--- src/rtl/sensor_frame_pkg.sv ---
`default_nettype none
// ============================================================================
// Module      : sensor_frame_pkg
// Description : Shared types and constants for the sensor frame receiver:
//               parser state encoding, frame TYPE codes, default header byte.
// Revision    : 1.0 - initial release
// ============================================================================
package sensor_frame_pkg;

   // Parser state, explicit 2-bit encoding
   typedef enum logic [1:0] {
      S_IDLE = 2'd0,
      S_TYPE = 2'd1,
      S_DATA = 2'd2,
      S_SUM  = 2'd3
   } state_t;

   localparam logic [7:0] TYP_GEO     = 8'h01;
   localparam logic [7:0] TYP_GPS     = 8'h02;
   localparam logic [7:0] TYP_QR      = 8'h03;
   localparam logic [7:0] HDR_DEFAULT = 8'hA5;

   // True for the three TYPE codes the receiver knows how to commit
   function automatic logic is_legal_type(input logic [7:0] t);
      return (t == TYP_GEO) || (t == TYP_GPS) || (t == TYP_QR);
   endfunction

endpackage
`default_nettype wire

--- src/rtl/sensor_frame_rx_if.sv ---
`default_nettype none
// ============================================================================
// Module      : sensor_frame_rx_if
// Description : Byte input strobe and decoded output bundle of the sensor
//               frame receiver. master = byte source / output consumer,
//               slave = the receiver itself.
// Revision    : 1.0 - initial release
// ============================================================================
interface sensor_frame_rx_if;
   logic [7:0] rx_data;
   logic       rx_valid;
   logic [7:0] geo_out;
   logic [7:0] gps_out;
   logic       QR_out;
   logic       geo_upd;
   logic       gps_upd;
   logic       frame_err;
   logic [7:0] err_cnt;

   modport master (
      output rx_data, rx_valid,
      input  geo_out, gps_out, QR_out, geo_upd, gps_upd, frame_err, err_cnt
   );

   modport slave (
      input  rx_data, rx_valid,
      output geo_out, gps_out, QR_out, geo_upd, gps_upd, frame_err, err_cnt
   );
endinterface
`default_nettype wire

--- src/rtl/sensor_frame_rx_qr_hold_timer.sv ---
`default_nettype none
// ============================================================================
// Module      : qr_hold_timer
// Description : Holds the QR-present flag high for QR_HOLD cycles after a
//               load; clear drops it immediately. Counts regardless of the
//               parser enable.
// Revision    : 1.0 - initial release
// ============================================================================
module qr_hold_timer #(
   parameter int QR_HOLD = 50
) (
   input  wire logic clk,
   input  wire logic rst_n,
   input  wire logic load,
   input  wire logic clear,
   output logic      qr_out
);

   localparam int CNT_W = (QR_HOLD > 1) ? $clog2(QR_HOLD + 1) : 1;

   logic [CNT_W-1:0] cnt_q, cnt_d;
   logic             qr_q,  qr_d;

   // Next-value logic: clear beats load; flag falls on the edge the count hits 0
   always_comb begin
      cnt_d = cnt_q;
      qr_d  = qr_q;
      if (clear) begin
         cnt_d = '0;
         qr_d  = 1'b0;
      end else if (load) begin
         cnt_d = CNT_W'(QR_HOLD);
         qr_d  = (QR_HOLD != 0);
      end else if (cnt_q != '0) begin
         cnt_d = cnt_q - CNT_W'(1);
         if (cnt_q == CNT_W'(1)) begin
            qr_d = 1'b0;
         end
      end
   end

   // Registers with synchronous active-low reset
   always_ff @(posedge clk) begin
      if (!rst_n) begin
         cnt_q <= '0;
         qr_q  <= 1'b0;
      end else begin
         cnt_q <= cnt_d;
         qr_q  <= qr_d;
      end
   end

   assign qr_out = qr_q;

endmodule
`default_nettype wire

--- src/rtl/sensor_frame_rx.sv ---
`default_nettype none
// ============================================================================
// Module      : sensor_frame_rx
// Description : Parses HDR/TYPE/PAYLOAD/SUM sensor frames into registered
//               heading, latitude and QR-present values for the motor
//               controller. Malformed or stalled frames are dropped and
//               counted. Optional macro SENS_CHECKSUM_EN enables the SUM
//               (TYPE ^ PAYLOAD) comparison.
// Revision    : 1.0 - initial release
// ============================================================================
module sensor_frame_rx
   import sensor_frame_pkg::*;
#(
   parameter logic [7:0] HDR         = HDR_DEFAULT,
   parameter int         TIMEOUT_CYC = 1000,
   parameter int         QR_HOLD     = 50
) (
   input  wire logic     PWM,
   input  wire logic     RST,
   input  wire logic     EN,
   sensor_frame_rx_if.slave bus
);

   localparam int TMO_W = (TIMEOUT_CYC > 1) ? $clog2(TIMEOUT_CYC + 1) : 1;

   state_t           state_q,     state_d;
   logic [7:0]       type_q,      type_d;
   logic [7:0]       payload_q,   payload_d;
   logic [TMO_W-1:0] tmo_q,       tmo_d;
   logic [7:0]       geo_q,       geo_d;
   logic [7:0]       gps_q,       gps_d;
   logic             geo_upd_q,   geo_upd_d;
   logic             gps_upd_q,   gps_upd_d;
   logic             frame_err_q, frame_err_d;
   logic [7:0]       err_cnt_q,   err_cnt_d;

   logic rx_acc;
   logic tmo_hit;
   logic sum_ok;
   logic commit_geo, commit_gps, qr_load, qr_clear, err_evt;

   assign rx_acc  = EN && bus.rx_valid;
   // A byte arriving in the would-be timeout cycle wins, hence !rx_valid
   assign tmo_hit = EN && (state_q != S_IDLE) && !bus.rx_valid &&
                    (tmo_q == TMO_W'(TIMEOUT_CYC - 1));

`ifdef SENS_CHECKSUM_EN
   assign sum_ok = (bus.rx_data == (type_q ^ payload_q));
`else
   assign sum_ok = 1'b1;
`endif

   // FSM state register plus datapath registers, synchronous active-low reset
   always_ff @(posedge PWM) begin
      if (!RST) begin
         state_q     <= S_IDLE;
         type_q      <= '0;
         payload_q   <= '0;
         tmo_q       <= '0;
         geo_q       <= '0;
         gps_q       <= '0;
         geo_upd_q   <= 1'b0;
         gps_upd_q   <= 1'b0;
         frame_err_q <= 1'b0;
         err_cnt_q   <= '0;
      end else begin
         state_q     <= state_d;
         type_q      <= type_d;
         payload_q   <= payload_d;
         tmo_q       <= tmo_d;
         geo_q       <= geo_d;
         gps_q       <= gps_d;
         geo_upd_q   <= geo_upd_d;
         gps_upd_q   <= gps_upd_d;
         frame_err_q <= frame_err_d;
         err_cnt_q   <= err_cnt_d;
      end
   end

   // Next-state: only accepted bytes advance; EN low or timeout forces idle
   always_comb begin
      state_d = state_q;
      if (!EN) begin
         state_d = S_IDLE;
      end else if (bus.rx_valid) begin
         case (state_q)
            S_IDLE:  state_d = (bus.rx_data == HDR) ? S_TYPE : S_IDLE;
            S_TYPE:  state_d = is_legal_type(bus.rx_data) ? S_DATA : S_IDLE;
            S_DATA:  state_d = S_SUM;
            S_SUM:   state_d = S_IDLE;
            default: state_d = S_IDLE;
         endcase
      end else if (tmo_hit) begin
         state_d = S_IDLE;
      end
   end

   // FSM outputs: frame outcome events (commit by type, or drop)
   always_comb begin
      commit_geo = 1'b0;
      commit_gps = 1'b0;
      qr_load    = 1'b0;
      qr_clear   = 1'b0;
      err_evt    = 1'b0;
      if (rx_acc) begin
         case (state_q)
            S_TYPE: begin
               if (!is_legal_type(bus.rx_data)) begin
                  err_evt = 1'b1;
               end
            end
            S_SUM: begin
               if (sum_ok) begin
                  case (type_q)
                     TYP_GEO: commit_geo = 1'b1;
                     TYP_GPS: commit_gps = 1'b1;
                     TYP_QR: begin
                        qr_load  = payload_q[0];
                        qr_clear = !payload_q[0];
                     end
                     default: err_evt = 1'b1;
                  endcase
               end else begin
                  err_evt = 1'b1;
               end
            end
            default: ;
         endcase
      end else if (tmo_hit) begin
         err_evt = 1'b1;
      end
   end

   // Datapath next values: field capture, idle timer, outputs, error count
   always_comb begin
      type_d    = type_q;
      payload_d = payload_q;
      if (rx_acc && (state_q == S_TYPE)) begin
         type_d = bus.rx_data;
      end
      if (rx_acc && (state_q == S_DATA)) begin
         payload_d = bus.rx_data;
      end

      if (!EN || bus.rx_valid || (state_q == S_IDLE) || tmo_hit) begin
         tmo_d = '0;
      end else begin
         tmo_d = tmo_q + TMO_W'(1);
      end

      geo_d       = commit_geo ? payload_q : geo_q;
      gps_d       = commit_gps ? payload_q : gps_q;
      geo_upd_d   = commit_geo;
      gps_upd_d   = commit_gps;
      frame_err_d = err_evt;
      err_cnt_d   = (err_evt && (err_cnt_q != 8'hFF)) ? err_cnt_q + 8'd1 : err_cnt_q;
   end

   qr_hold_timer #(
      .QR_HOLD (QR_HOLD)
   ) u_qr_hold_timer (
      .clk    (PWM),
      .rst_n  (RST),
      .load   (qr_load),
      .clear  (qr_clear),
      .qr_out (bus.QR_out)
   );

   assign bus.geo_out   = geo_q;
   assign bus.gps_out   = gps_q;
   assign bus.geo_upd   = geo_upd_q;
   assign bus.gps_upd   = gps_upd_q;
   assign bus.frame_err = frame_err_q;
   assign bus.err_cnt   = err_cnt_q;

endmodule
`default_nettype wire
--- src/flat_wrapper.sv ---
// flat-port wrapper written by rule: the top's interface ports become plain ports
module sensor_frame_rx_flat import sensor_frame_pkg::*;
#(
   parameter logic [7:0] HDR         = HDR_DEFAULT,
   parameter int         TIMEOUT_CYC = 1000,
   parameter int         QR_HOLD     = 50
)
  (PWM, RST, EN, bus_rx_data, bus_rx_valid, bus_geo_out, bus_gps_out, bus_QR_out, bus_geo_upd, bus_gps_upd, bus_frame_err, bus_err_cnt);
  sensor_frame_rx_if bus_i ();
  input  wire logic PWM;
  input  wire logic RST;
  input  wire logic EN;
  input wire logic [$bits(bus_i.rx_data)-1:0] bus_rx_data;
  input wire logic [$bits(bus_i.rx_valid)-1:0] bus_rx_valid;
  output wire logic [$bits(bus_i.geo_out)-1:0] bus_geo_out;
  output wire logic [$bits(bus_i.gps_out)-1:0] bus_gps_out;
  output wire logic [$bits(bus_i.QR_out)-1:0] bus_QR_out;
  output wire logic [$bits(bus_i.geo_upd)-1:0] bus_geo_upd;
  output wire logic [$bits(bus_i.gps_upd)-1:0] bus_gps_upd;
  output wire logic [$bits(bus_i.frame_err)-1:0] bus_frame_err;
  output wire logic [$bits(bus_i.err_cnt)-1:0] bus_err_cnt;
  assign bus_i.rx_data = bus_rx_data;
  assign bus_i.rx_valid = bus_rx_valid;
  assign bus_geo_out = bus_i.geo_out;
  assign bus_gps_out = bus_i.gps_out;
  assign bus_QR_out = bus_i.QR_out;
  assign bus_geo_upd = bus_i.geo_upd;
  assign bus_gps_upd = bus_i.gps_upd;
  assign bus_frame_err = bus_i.frame_err;
  assign bus_err_cnt = bus_i.err_cnt;
  sensor_frame_rx #(.HDR(HDR), .TIMEOUT_CYC(TIMEOUT_CYC), .QR_HOLD(QR_HOLD)) u_core (.PWM(PWM), .RST(RST), .EN(EN), .bus(bus_i));
endmodule
--- config.mk ---
export PLATFORM = sky130hd
export DESIGN_NAME = sensor_frame_rx_flat
export DESIGN_NICKNAME = d
export VERILOG_FILES = /design/src/rtl/sensor_frame_pkg.sv /design/src/rtl/sensor_frame_rx_if.sv /design/src/rtl/sensor_frame_rx_qr_hold_timer.sv /design/src/rtl/sensor_frame_rx.sv /design/src/flat_wrapper.sv
export SDC_FILE = /design/constraint.sdc
export NUM_CORES = 1
export LEC_CHECK = 0
export BUFFER_PORTS_ARGS = -buffer_cell sky130_fd_sc_hd__buf_4
export CAP_MARGIN = 20
export CORE_UTILIZATION = 58
export CTS_BUF_LIST = sky130_fd_sc_hd__clkbuf_4
export CTS_CLUSTER_SIZE = 24
export DETAILED_ROUTE_END_ITERATION = 12
export PLACE_DENSITY = 0.79
export REMOVE_ABC_BUFFERS = 1
export SLEW_MARGIN = 20
export SYNTH_ARGS = -nofsm -noshare
export SYNTH_HDL_FRONTEND = slang
export SYNTH_SLANG_ARGS = --single-unit
--- constraint.sdc ---
create_clock -name PWM -period 2 [get_ports PWM]
set_clock_uncertainty 0.05 [all_clocks]
set_input_delay 0.1 -clock PWM [delete_from_list [all_inputs] [get_ports PWM]]
set_output_delay 0.1 -clock PWM [all_outputs]
set_load 0.01 [all_outputs]
### Word level (Yosys, flattened, before mapping)

Index checks and enable logic that the tools add are counted.

| storage, ports and cells | value |
|---|---|
| register bits | 62 |
| logic and storage cells | 84 |
| input bits | 12 |
| output and inout bits | 28 |

| cells by class | value |
|---|---|
| add/sub/neg operators | 3 |
| reductions and logical operators | 27 |
| mux-type cells | 27 |
| bitwise operators | 1 |
| equal/unequal tests | 13 |

Operator list:

| cell | count |
|---|---|
| 8-bit by 2-bit == test with 1-bit output (second input constant) | 4 |
| 1-bit 2-to-1 mux | 20 |
| 8-bit by 1-bit == test with 1-bit output (second input constant) | 2 |
| 6-bit 2-to-1 mux | 2 |
| 10-bit by 1-bit adder with 10-bit output (second input constant) | 1 |
| 10-bit == test (second input constant) | 1 |
| 8-bit by 1-bit adder with 8-bit output (second input constant) | 1 |
| 8-bit == test (second input constant) | 1 |
| 8-bit inequality test (second input constant) | 1 |
| 2-bit one-hot mux with 4 select lines | 1 |
| 2-bit nonzero test | 4 |
| 1-bit logical AND | 7 |
| 6-bit by 1-bit == test with 1-bit output (second input constant) | 1 |
| 2-bit 2-to-1 mux | 3 |
| 6-bit nonzero test | 1 |
| 3-bit OR reduction | 2 |
| 6-bit by 1-bit subtractor with 6-bit output (second input constant) | 1 |
| 1-bit logical OR | 5 |
| 2-bit == test (second input constant) | 2 |
| 2-bit AND reduction | 2 |
| 2-bit OR reduction | 2 |
| 1-bit logical NOT | 3 |
| 2-bit by 1-bit == test with 1-bit output (second input constant) | 1 |
| 2-bit logical NOT | 1 |
| 2 further kinds | 2 |

### Depth between registers and ports, before layout

Gate-level depths: netlist of run 1.

| logic depth | value |
|---|---|
| word-level depth | 7 |
| gate-level depth with buffers | 8 |
| depth with buffers taken out | 6 |

### Cells and area by module

Synthesis of run 1 repeated with hierarchy kept, for this count alone.

| unflattened totals | value |
|---|---|
| cells, all modules | 294 |
| area total of the unflattened synthesis | 2602.5 um^2 |

Modules (own cells, without submodules):

| module | times used | cells an instance | seq. area each (um^2) | area each (um^2) |
|---|---|---|---|---|
| sensor_frame_rx | 1 | 257 | 1101.1 | 2258.4 |
| qr_hold_timer | 1 | 37 | 140.1 | 344.1 |

### Least setup slack after synthesis of run 1

Ideal clock, no wire load.

| timing path | value |
|---|---|
| kind | flip-flop to flip-flop |
| from | register u_core.state_q[0] |
| to | register u_core.err_cnt_q[6] (netlist: u_core.bus.err_cnt[6]) |
| library setup time | 0.086 ns |
| cell stages (with the launch flop) | 8 |
| arrival | 1.482 ns |
| path buffers | 2 |
| data required time | 1.864 ns |
| slack | 0.381 ns |
| period minus slack after synthesis | 1.619 ns |
| path through | dfxtp_1 and2b_1 and2b_1 buf_4 nand2b_1 buf_6 a211o_1 a221oi_2 |

| between the ends | value |
|---|---|
| word-level cells in the longest chain between the ends | 7 |
| elaborated cells between the ends (all ways) | 10 |
| those cells by class | eq/ne (2); mux (3); reduce/logical (5) |

Ends and longest elaborated chain:

| what | line | source |
|---|---|---|
| start, declared | sensor_frame_rx.sv:26 | `state_t state_q, state_d;` |
| start signal, assigned | sensor_frame_rx.sv:67 | `state_q <= state_d;` |
| 2-bit nonzero test | sensor_frame_rx.sv:44 | `assign tmo_hit = EN && (state_q != S_IDLE) && !bus.rx_valid &&` |
| 1-bit logical AND (3 in a row) | sensor_frame_rx.sv:44 |  |
| 1-bit 2-to-1 mux | sensor_frame_rx.sv:129 | `end else if (tmo_hit) begin` |
| 1-bit 2-to-1 mux * | sensor_frame_rx.sv:105 | `if (rx_acc) begin` |
| 1-bit logical AND * | sensor_frame_rx.sv:156 | `err_cnt_d = (err_evt && (err_cnt_q != 8'hFF)) ? err_cnt_q + 8'd1 : err_cnt_q;` |
| end signal, assigned | sensor_frame_rx.sv:76 | `err_cnt_q <= err_cnt_d;` |
| end, declared | sensor_frame_rx.sv:35 | `logic [7:0] err_cnt_q, err_cnt_d;` |

Every way passes the cells marked *; elsewhere a longest branch is shown, timed or not.
A chain may end at the register's enable or synchronous reset.

### Worst setup path in the final report of run 1

| timing path | value |
|---|---|
| from | input port bus_rx_data[3] |
| to | register u_core.err_cnt_q[1] (netlist: u_core.bus.err_cnt[1]) |

| between the ends | value |
|---|---|
| word-level cells in the longest chain between the ends | 7 |
| elaborated cells between the ends (all ways) | 9 |
| those cells by class | eq/ne (3); mux (3); reduce/logical (3) |

Ends and longest elaborated chain:

| what | line | source |
|---|---|---|
| start, declared | flat_wrapper.sv:13 | `input wire logic [$bits(bus_i.rx_data)-1:0] bus_rx_data;` |
| 8-bit by 1-bit == test with 1-bit output / 8-bit by 2-bit == test with 1-bit output (equally long branches) | sensor_frame_pkg.sv:25 | `return (t == TYP_GEO) \|\| (t == TYP_GPS) \|\| (t == TYP_QR);` |
| 1-bit logical OR | sensor_frame_pkg.sv:25 |  |
| 1-bit logical OR * | sensor_frame_pkg.sv:25 |  |
| 1-bit 2-to-1 mux * | sensor_frame_rx.sv:108 | `if (!is_legal_type(bus.rx_data)) begin` |
| 1-bit one-hot mux with 2 select lines * | sensor_frame_rx.sv:106 | `case (state_q)` |
| 1-bit 2-to-1 mux * | sensor_frame_rx.sv:105 |  |
| 1-bit logical AND * | sensor_frame_rx.sv:156 |  |

Marks and branches as above.

==> results.tsv, run 1 <==
metric	value	unit
status	complete, no violations	
Layout area overhead	21.70	%
async set-reset flop share out of synthesis	0	
post-synth top area share	0.4710	
clk slew on worst S/H paths	100	ps
number of gates resized after cts	0	
vias in the first global route	2016	
top-count cell post-synth	dfxtp_1	
clock sink total	62	
placed wire-length estimate	3.475	mm
Rel. slew slack	0.5936	
CP required	2230	ps
compound-cell area share of the yosys netlist	0.08167	
max-cap check violation count	0	
Post-Synth Simple-Gate Area	0.2711	
Max FO, Critical Path	9	
die width	69.40	µm
pwr dens	786.8	nW/µm²
largest net degree at the start of global routing	38	
Synth Register Bits	62	
Routed Antenna Nets	0	
setup TNS	0	ps
diode count	0	
first-pass GRT wire length	8.894	mm
Die Area	4816	µm²
DRC	0	
GRT Total Usage	0.2324	
yosys warns	0	
Clk Latency, worst-skew pair	390	ps
row cnt	24	
crit path DAT	2120	ps
xor/xnor share of the synthesized area	0.03656	
top_reg_cell synth	dfxtp_1	
cts hold-fix bufs	10	
clk buf depth	2	
critical path class	input port to register	
Core Region	4354	µm²
DR WL/cell	12.49	µm
EDFF count, synth	0	
initial antenna violation count	0	
actual slew at the worst max-slew pin	608.7	ps
Cells after Synth	303	
critical path capture point type	register	
Die Height	69.40	µm
Max Fclk	0.5277	GHz
Synth Area in Adders	0.01899	
Avg Vias per Cell	5.387	
Period minus WS final	1895	ps
Port-buffer cells	39	
period utilization	0.9476	
Slew Limit Fails	0	
postcts setup bufs	0	
CTS tree	done	
total power	0.002523	W
CTS buffer count	9	
Avg Inst Size Synth	8.696	µm²
Pleak	1.259	nW
via count	2225	
fin nets	372	
CP startpoint kind	input port	
main combinational cell family by area after synthesis	simple AND/OR/NAND/NOR gates	
final WL	5.160	mm
Yosys cell types	40	
mapped cell area	2635	µm²
Hold WS	24.84	ps
Congestion Overflow GR	0	
H-tree depth	3	
# setup viols final	0	
# IOs	40	
first-iteration detailed-routing DRC count	84	
clock root cell	clkbuf_4	
RSZ-0062 raised after global routing	no	
share of layout cells above drive strength 1	0.1745	
HP Class	input port to register	
Final Hold Vio Count	0	
worst vdd rail ir drop	0.4939	mV
post-synthesis mux area share	0.09117	
Initial Util	0.6052	
First-pass DRT Iterations	4	
dominant cell type by area after synthesis	dfxtp_1	
Post-synth top cells	dfxtp_1 (62), nand2_1 (54), nor2_1 (38), a21oi_1 (28), mux2i_1 (24)	
sequential fraction of the synthesis area	0.4710	
Placer Congestion	0.8402	
top cells by area, synth	dfxtp_1 (47%), mux2i_1 (9.1%), nand2_1 (7.7%), nor2_1 (5.4%), a21oi_1 (5.3%)	
registers in the layout (all words and copies together), names as in the netlist:
register,cells
u_core.bus.gps_out,8
u_core.bus.frame_err,1
u_core.u_qr_hold_timer.cnt_q,6
u_core.type_q,8
u_core.bus.err_cnt,8
u_core.bus.geo_upd,1
u_core.payload_q,8
u_core.u_qr_hold_timer.qr_out,1
u_core.state_q,2
u_core.bus.gps_upd,1
u_core.bus.geo_out,8
u_core.tmo_q,10
layer usage:
metal / share of wire / global-route usage / vias to the layer above
met5: 0 / 0 / -
met4: 0.014 / 0.1088 / 0
met3: 0.034 / 0.04797 / 7
met2: 0.49 / 0.3754 / 39
met1: 0.46 / 0.2976 / 1037
li1: - / - / 1142
worst paths after layout:
| check | from | end | slack [ps] | cells after the start |
|---|---|---|---|---|
| worst min register to register | u_core.tmo_q[0] | u_core.tmo_q[0] | 410 | 1 |
| worst max-delay path | bus_rx_data[3] | u_core.bus.err_cnt[1] | 100 | 7 |
| worst max register to register | u_core.state_q[0] | u_core.bus.err_cnt[6] | 220 | 5 |
| worst min-delay path | RST | u_core.bus.err_cnt[5] | 20 | 3 |
layout make-up:
type                       count  area, µm²
tap                           52      65.06
clock buffer                   9      67.56
multi-input combinational    225       1316
sequential                    62       1241
timing repair buffer          53      422.9
fill                         341       1147
inverter                       5      18.77
clock inverter                 7      75.07
through the flow:
stage | area (µm²) | instances | setup WS, ps | util
after global placement | 2964 | 387 | 270.1 | 0.6807
after floorplan | 2576 | 292 | 316.8 | -
final | 3207 | 413 | 104.8 | 0.7365
after CTS | 3207 | 413 | 141.9 | 0.7365
after detailed placement | 2964 | 387 | 241.6 | 0.6807
after global routing | 3207 | 413 | 0.3240 | 0.7365
power by group:
part / switching, W / total [W] / internal, W
Combinational: 0.000184 / 0.000352 / 0.000169
Clock: 0.000471 / 0.000854 / 0.000382
Sequential: 0.0000370 / 0.00132 / 0.00128
cell usage in the layout (no fill, tap or decap), drive strengths merged, types with 2 or more instances in the layout:
master	n
inv	5
clkbuf	9
xor2	4
nand4	5
clkinvlp	2
nor2b	3
a31oi	2
nand4b	2
nor2	38
and3	2
or3	2
nand3b	2
nand2	54
nand2b	7
o21ai	3
a21oi	29
buf	43
clkinv	4
xnor2	7
nand3	16
nor4b	2
and3b	2
ha	4
nor4	2
mux2i	24
dfxtp	62
and2b	2
dlygate4sd3	10
nor3	4
logic make-up (layout without fill, tap and decap cells):
kind of cell               count (synthesis)  count (layout)
adders and majority gates                  4               4
buffers and inverters                     16              74
xor gates and xnor gates                  11              11
DFF                                       62              62
and+or+nand+nor                          148             148
muxes                                     24              24
AOI/OAI and AO/OA                         38              38
critical path: stages:
cell,delay [ps]
dlygate4sd3_1,540
buf_4,140
or3_1,400
nor3_1,280
nand2b_1,340
a21boi_1,170
mux2i_1,150
Note: power is estimated with default switching activity, not from simulation.
==> inputs of run 2 (changes only) <==
CORE_ASPECT_RATIO = 0.9   (was default)
==> run 2 against run 1 <==
Global-route usage rose by 1.7 points. First-iteration DRC count grew to 2.6 times the previous value. Critical path depth did not move. Critical endpoint is now u_core.bus.err_cnt[6]. Largest cell class unchanged.
==> results.tsv, run 2 (same netlist as run 1, synthesis figures left out) <==
metric	value	unit	change
most common cell after layout, fill and taps aside	dfxtp_1		
first-iteration detailed-routing DRC count	218		+160%
Clk Latency, worst-skew pair	400	ps	about the same
Period minus WS final	1875	ps	-20.18 ps
Max FO, Critical Path	9		unchanged
CTS buffer count	9		unchanged
setup TNS	0	ps	unchanged
clock root cell	clkbuf_4		
Top reg by flops	u_core.tmo_q		
actual slew at the worst max-slew pin	621.5	ps	+12.82 ps
critical path capture point type	register		
max-cap check violation count	0		unchanged
total power	0.002602	W	+3.1%
slowest cell delay on critical path	540	ps	about the same
critical path class	input port to register		
Congestion Overflow GR	0		unchanged
H-tree depth	3		unchanged
die width	73.05	µm	+5.3%
DRC	0		unchanged
CP startpoint kind	input port		
diode count	0		unchanged
CP Buf/Inv Count	2		unchanged
First-pass DRT Iterations	4		unchanged
Core Region	4212	µm²	-3.3%
HP Class	register to register		
Final Hold Vio Count	0		unchanged
clk slew on worst S/H paths	90	ps	about the same
clock sink total	62		unchanged
row cnt	22		-8.3%
CTS tree	done		
worst vdd rail ir drop	0.6418	mV	+30%
Placer Congestion	0.8343		-0.70%
Pleak	1.274	nW	+1.2%
Routed Antenna Nets	0		unchanged
# setup viols final	0		unchanged
Die Height	65.95	µm	-5.0%
Crit-path slowest cell	dlygate4sd3_1		
Avg Vias per Cell	5.221		-3.1%
DR WL/cell	12.73	µm	+1.9%
largest net degree at the start of global routing	38		unchanged
first-pass GRT wire length	8.873	mm	-0.24%
GRT Total Usage	0.2493		+0.01690
fin nets	372		unchanged
Max Fclk	0.5333	GHz	+1.1%
final WL	5.347	mm	+3.6%
Initial Util	0.6257		+0.02050
Layout area overhead	22.46	%	
period utilization	0.9375		-0.01009
number of gates resized after cts	0		unchanged
total of fill cells in the finished design	324		-5.0%
max reg flops	10		unchanged
commonest cells after routing, fill and taps aside	dfxtp_1 (62), nand2_1 (54), buf_4 (42)		
Rel. slew slack	0.5848		-0.008809
initial antenna violation count	0		unchanged
Port-buffer cells	39		unchanged
cell-by-cell trace of the critical path	dlygate4sd3_1 > buf_4 > or3_1 > nor3_1 > nand2b_1 > nand2_1 > a221oi_2		
Slew Limit Fails	0		unchanged
clk buf depth	2		unchanged
share of layout cells above drive strength 1	0.1722		-0.002293
vias in the first global route	1976		-2.0%
# IOs	40		unchanged
pwr dens	806.3	nW/µm²	+2.5%
RSZ-0062 raised after global routing	no		
placed wire-length estimate	3.563	mm	+2.6%
via count	2193		-1.4%
Top delay family on crit path	simple AND/OR/NAND/NOR gates		
status	complete, no violations		
CP required	2270	ps	+40 ps
crit path DAT	2140	ps	+20 ps
Die Area	4817	µm²	about the same
run 2: cell types whose count changed in the layout (fill, tap and decap cells not counted):
cell / previous run / this run
clkinv_2: 0 / 3
clkinv_4: 3 / 0
clkinvlp_4: 2 / 0
buf_4: 43 / 42
bufinv_16: 1 / 2
clkbuf_4: 9 / 10
clkinv_1: 1 / 0
dlygate4sd3_1: 10 / 11
run 2: stage by stage:
stage / instances / area [µm²] / hold slack [ps] / utilization / worst slack [ps]
after global placement: 394 / 2967 / 318.6 / 0.7044 / 290.3
after CTS: 420 / 3227 / 409.1 / 0.7662 / 143.1
after floorplan: 292 / 2576 / 171.7 / - / 316.8
after global routing: 420 / 3227 / 429.2 / 0.7662 / 30.09
final: 420 / 3227 / 410.3 / 0.7662 / 125.0
after detailed placement: 394 / 2967 / 321.9 / 0.7044 / 235.5
run 2: worst reg2reg max path: stages, from the launching register on:
cell and delay [ps]:
dfxtp_1 450, nor2_1 110, nor4b_4 330, a21oi_2 170
a211o_1 340, a221oi_2 260
run 2: cell type report:
type	instances	area [µm²]	area share
Clock buffer	10	75.07	0.02326
Multi-Input combinational cell	225	1316	0.4079
Clock inverter	5	75.07	0.02326
Timing Repair Buffer	53	425.4	0.1318
Sequential cell	62	1241	0.3846
Tap cell	60	75.07	0.02326
Inverter	5	18.77	0.005816
run 2: path summary, 6_finish.rpt:
kind	from	endpoint	slack, ps	cells after the start
min reg2reg	u_core.tmo_q[0]	u_core.tmo_q[0]	410	1
max	bus_rx_data[3]	u_core.bus.err_cnt[6]	130	7
min	u_core.tmo_q[0]	u_core.tmo_q[0]	410	1
max reg2reg	u_core.state_q[0]	u_core.bus.err_cnt[6]	200	5
run 2: routing by layer:
layer,GRT usage,share of wire
met3,0.09909,0.047
met5,0,0
met2,0.3877,0.48
met1,0.3176,0.47
met4,0.07353,0.0079
run 2: report_power, final:
part | internal, W | total [W] | switching [W]
Combinational | 0.000169 | 0.000351 | 0.000182
Clock | 0.000508 | 0.000932 | 0.000424
Sequential | 0.00128 | 0.00132 | 0.0000386
Total | 0.00196 | 0.00260 | 0.000644
run 2: repair_timing:
action | 4_1_cts | 5_1_grt
hold buffers | 11 | 0
buffers inserted | 0 | 0
endpoints found under the setup margin | 0 | 0
endpoints found under the hold margin | 20 | 0
==> inputs of run 3 (changes only) <==
ABC_AREA = 1   (was default)
==> run 3 against run 2 <==
Via count increased by 11%. Setup slack improved by 110 ps. Clock power up 1%. Non-clock buffer count decreased by 2. Hold slack got worse by 290 ps. First-iteration DRC count fell by 32%. Critical path depth is 1 higher.
==> results.tsv, run 3 <==
metric	value	unit	change
Avg Vias per Cell	5.177		-0.85%
mapped cell area	2624	µm²	-0.43%
sw frac	0.2595		+0.01198
commonest cells after routing, fill and taps aside	nor2_1 (66), dfxtp_1 (62), buf_4 (40)		
dominant cell type by area after synthesis	dfxtp_1		
Slew Limit Fails	0		unchanged
top_reg_cell synth	dfxtp_1		
sequential fraction of the synthesis area	0.4731		+0.002022
max-cap check violation count	0		unchanged
largest net degree at the start of global routing	33		-13%
Register Area	1241	µm²	unchanged
max reg flops	10		unchanged
Multi-input gate area	1215	µm²	-7.7%
status	complete, no violations		
Initial Util	0.6230		-0.002674
Congestion Overflow GR	0		unchanged
Top reg by flops	u_core.tmo_q		
Routed Antenna Nets	0		unchanged
vias in the first global route	2275		+15%
Die Height	65.81	µm	-0.21%
DRC	0		unchanged
Die Area	4797	µm²	-0.42%
setup TNS	0	ps	unchanged
actual slew at the worst max-slew pin	517.4	ps	-104.1 ps
final WL	5.534	mm	+3.5%
clock sink total	62		unchanged
yosys warns	0		unchanged
top cells by area, synth	dfxtp_1 (47%), nor2_1 (9.4%), a21oi_1 (6.5%), o21ai_0 (6.3%), nand2_1 (5.2%)		
Period minus WS final	1762	ps	-112.9 ps
switching power total	0.0006685	W	+3.8%
GRT Total Usage	0.2734		+0.02404
Core Region	4212	µm²	unchanged
clock root cell	clkbuf_4		
async set-reset flop share out of synthesis	0		unchanged
crit path DAT	2020	ps	-120 ps
hold path endpoint	u_core.bus.err_cnt[0]		
diode count	0		unchanged
Final Util	0.7695		+0.003268
first-pass GRT wire length	9.873	mm	+11%
FF-to-FF End	u_core.state_q[1]		
Port-buffer cells	39		unchanged
fin nets	420		+13%
CP required	2260	ps	about the same
# setup viols final	0		unchanged
FF-to-FF path depth	8		+3
pwr dens	795.0	nW/µm²	-1.4%
CTS buffer count	9		unchanged
clk buf depth	2		unchanged
share of layout cells above drive strength 1	0.1785		+0.006262
Max Fclk	0.5675	GHz	+6.4%
total of fill cells in the finished design	332		+2.5%
hold_sp	RST		
Synth Register Bits	62		unchanged
Hold Crit Depth	4		+3
die width	72.90	µm	-0.21%
via count	2428		+11%
Worst R2R Setup Slack	240	ps	+40 ps
post-synth top area share	0.4731		+0.002022
Final Hold Vio Count	0		unchanged
Max FO, Critical Path	5		-4
clk slew on worst S/H paths	100	ps	about the same
DR WL/cell	11.80	µm	-7.3%
Rel. slew slack	0.6547		+0.06989
Layout area overhead	23.51	%	
Post-synth top cells	nor2_1 (66), dfxtp_1 (62), nand2_1 (36), a21oi_1 (34)		
H-tree depth	3		unchanged
# IOs	40		unchanged
Pleak	1.402	nW	+10%
First-pass DRT Iterations	5		+1
row cnt	22		unchanged
r2r startpoint	u_core.state_q[0]		
number of gates resized after cts	0		unchanged
critical path class	register to register		
RSZ-0062 raised after global routing	no		
EDFF count, synth	0		unchanged
Yosys cell types	25		-38%
top-count cell post-synth	nor2_1		
HP Class	input port to register		
critical path capture point type	register		
period utilization	0.8810		-0.05646
Reg power frac	0.507		about the same
most common cell after layout, fill and taps aside	nor2_1		
Avg Inst Size Synth	7.540	µm²	-13%
Placer Congestion	0.8652		+3.7%
CTS tree	done		
Int Pwr	0.001908	W	-2.6%
placed wire-length estimate	3.934	mm	+10%
first-iteration detailed-routing DRC count	148		-32%
initial antenna violation count	0		unchanged
Clk pwr share	0.365		+0.007
Comb power frac	0.128		-0.007
CP startpoint kind	register		
Cells after Synth	348		+15%
postcts setup bufs	0		unchanged
worst vdd rail ir drop	0.5305	mV	-17%
Clk Latency, worst-skew pair	410	ps	about the same
[run 3: cell types whose count changed after synthesis, sizes merged, moves of 10 or more]
| cell | previous run | this run |
|---|---|---|
| o21ai | 3 | 33 |
| inv | 5 | 38 |
| nand3 | 16 | 26 |
| nand2 | 54 | 43 |
| nor2 | 38 | 71 |
| mux2i | 24 | 0 |
[run 3: per-layer routing]
metal / wire length (µm) / GRT usage
met5: 0 / 0
met4: 60 / 0.1029
met3: 240 / 0.08689
met2: 2731 / 0.4720
met1: 2501 / 0.3159
[run 3: how the worst max path moves through the flow]
stage,end,cells after the start,slack (ps),startpoint
6_report,u_core.state_q[1],8,240,u_core.state_q[0]
5_1_grt,u_core.payload_q[7],7,120,u_core.state_q[1]
4_1_cts,u_core.state_q[1],8,250,u_core.state_q[0]
3_5_place_dp,u_core.bus.err_cnt[1],7,430,u_core.bus.err_cnt[0]
3_3_place_gp,u_core.bus.err_cnt[6],7,480,u_core.bus.err_cnt[0]
2_1_floorplan,u_core.bus.err_cnt[2],7,580,u_core.bus.err_cnt[0]
[run 3: metrics by stage]
stage                     worst slack (ps)  total power [W]  cells  cell area (µm²)  hold WS, ps
after floorplan                      577.5         0.001559    342             2599        170.9
after global placement               484.6         0.001632    442             2974        304.4
after detailed placement             430.1         0.001641    442             2974        308.6
after CTS                            253.3         0.002591    469             3241        95.34
after global routing                 116.5         0.002711    469             3241        124.8
final                                237.9         0.002576    469             3241        123.6
[run 3: critical path, stage by stage (launching register included)]
cell and delay, ps:
dfxtp_1 430, inv_2 60, nand2_1 80, nand3_1 90, nor2_1 100, nand3_1 130, nand3_1 110, a21oi_1 60
dlygate4sd3_1 560
[run 3: kinds of logic after synthesis]
family	count (synthesis)	share of synthesized area
flip-flops	62	0.4731
XOR/XNOR	9	0.03004
AND/OR/NAND/NOR	155	0.2670
adder cells (fa/ha/maj)	4	0.01908
AO/OA/AOI/OAI	74	0.1469
buffers and inverters	44	0.06390
[run 3: final cells by class]
| type | instances | area share |
|---|---|---|
| flip-flops and latches | 62 | 0.3830 |
| clock inverters | 7 | 0.02741 |
| repair buffers | 51 | 0.1266 |
| well taps | 60 | 0.02317 |
| inverters | 38 | 0.04402 |
| clock buffers | 9 | 0.02085 |
| multi-input cells | 242 | 0.3749 |
[run 3: timing repair]
action | in CTS | in global routing
setup endpoints to repair | 0 | 0
hold buffers | 11 | 0
endpoints found under the hold margin | 18 | 0
[run 3: power groups by stage]
| stage | clock, W | combinational, W | sequential (W) |
|---|---|---|---|
| 2_1_floorplan | 0 | 0.000233 | 0.00133 |
| 6_report | 0.000941 | 0.000330 | 0.00131 |
| 5_1_grt | 0.00101 | 0.000387 | 0.00131 |
| 3_3_place_gp | 0 | 0.000300 | 0.00133 |
| 3_5_place_dp | 0 | 0.000309 | 0.00133 |
| 4_1_cts | 0.000960 | 0.000326 | 0.00130 |
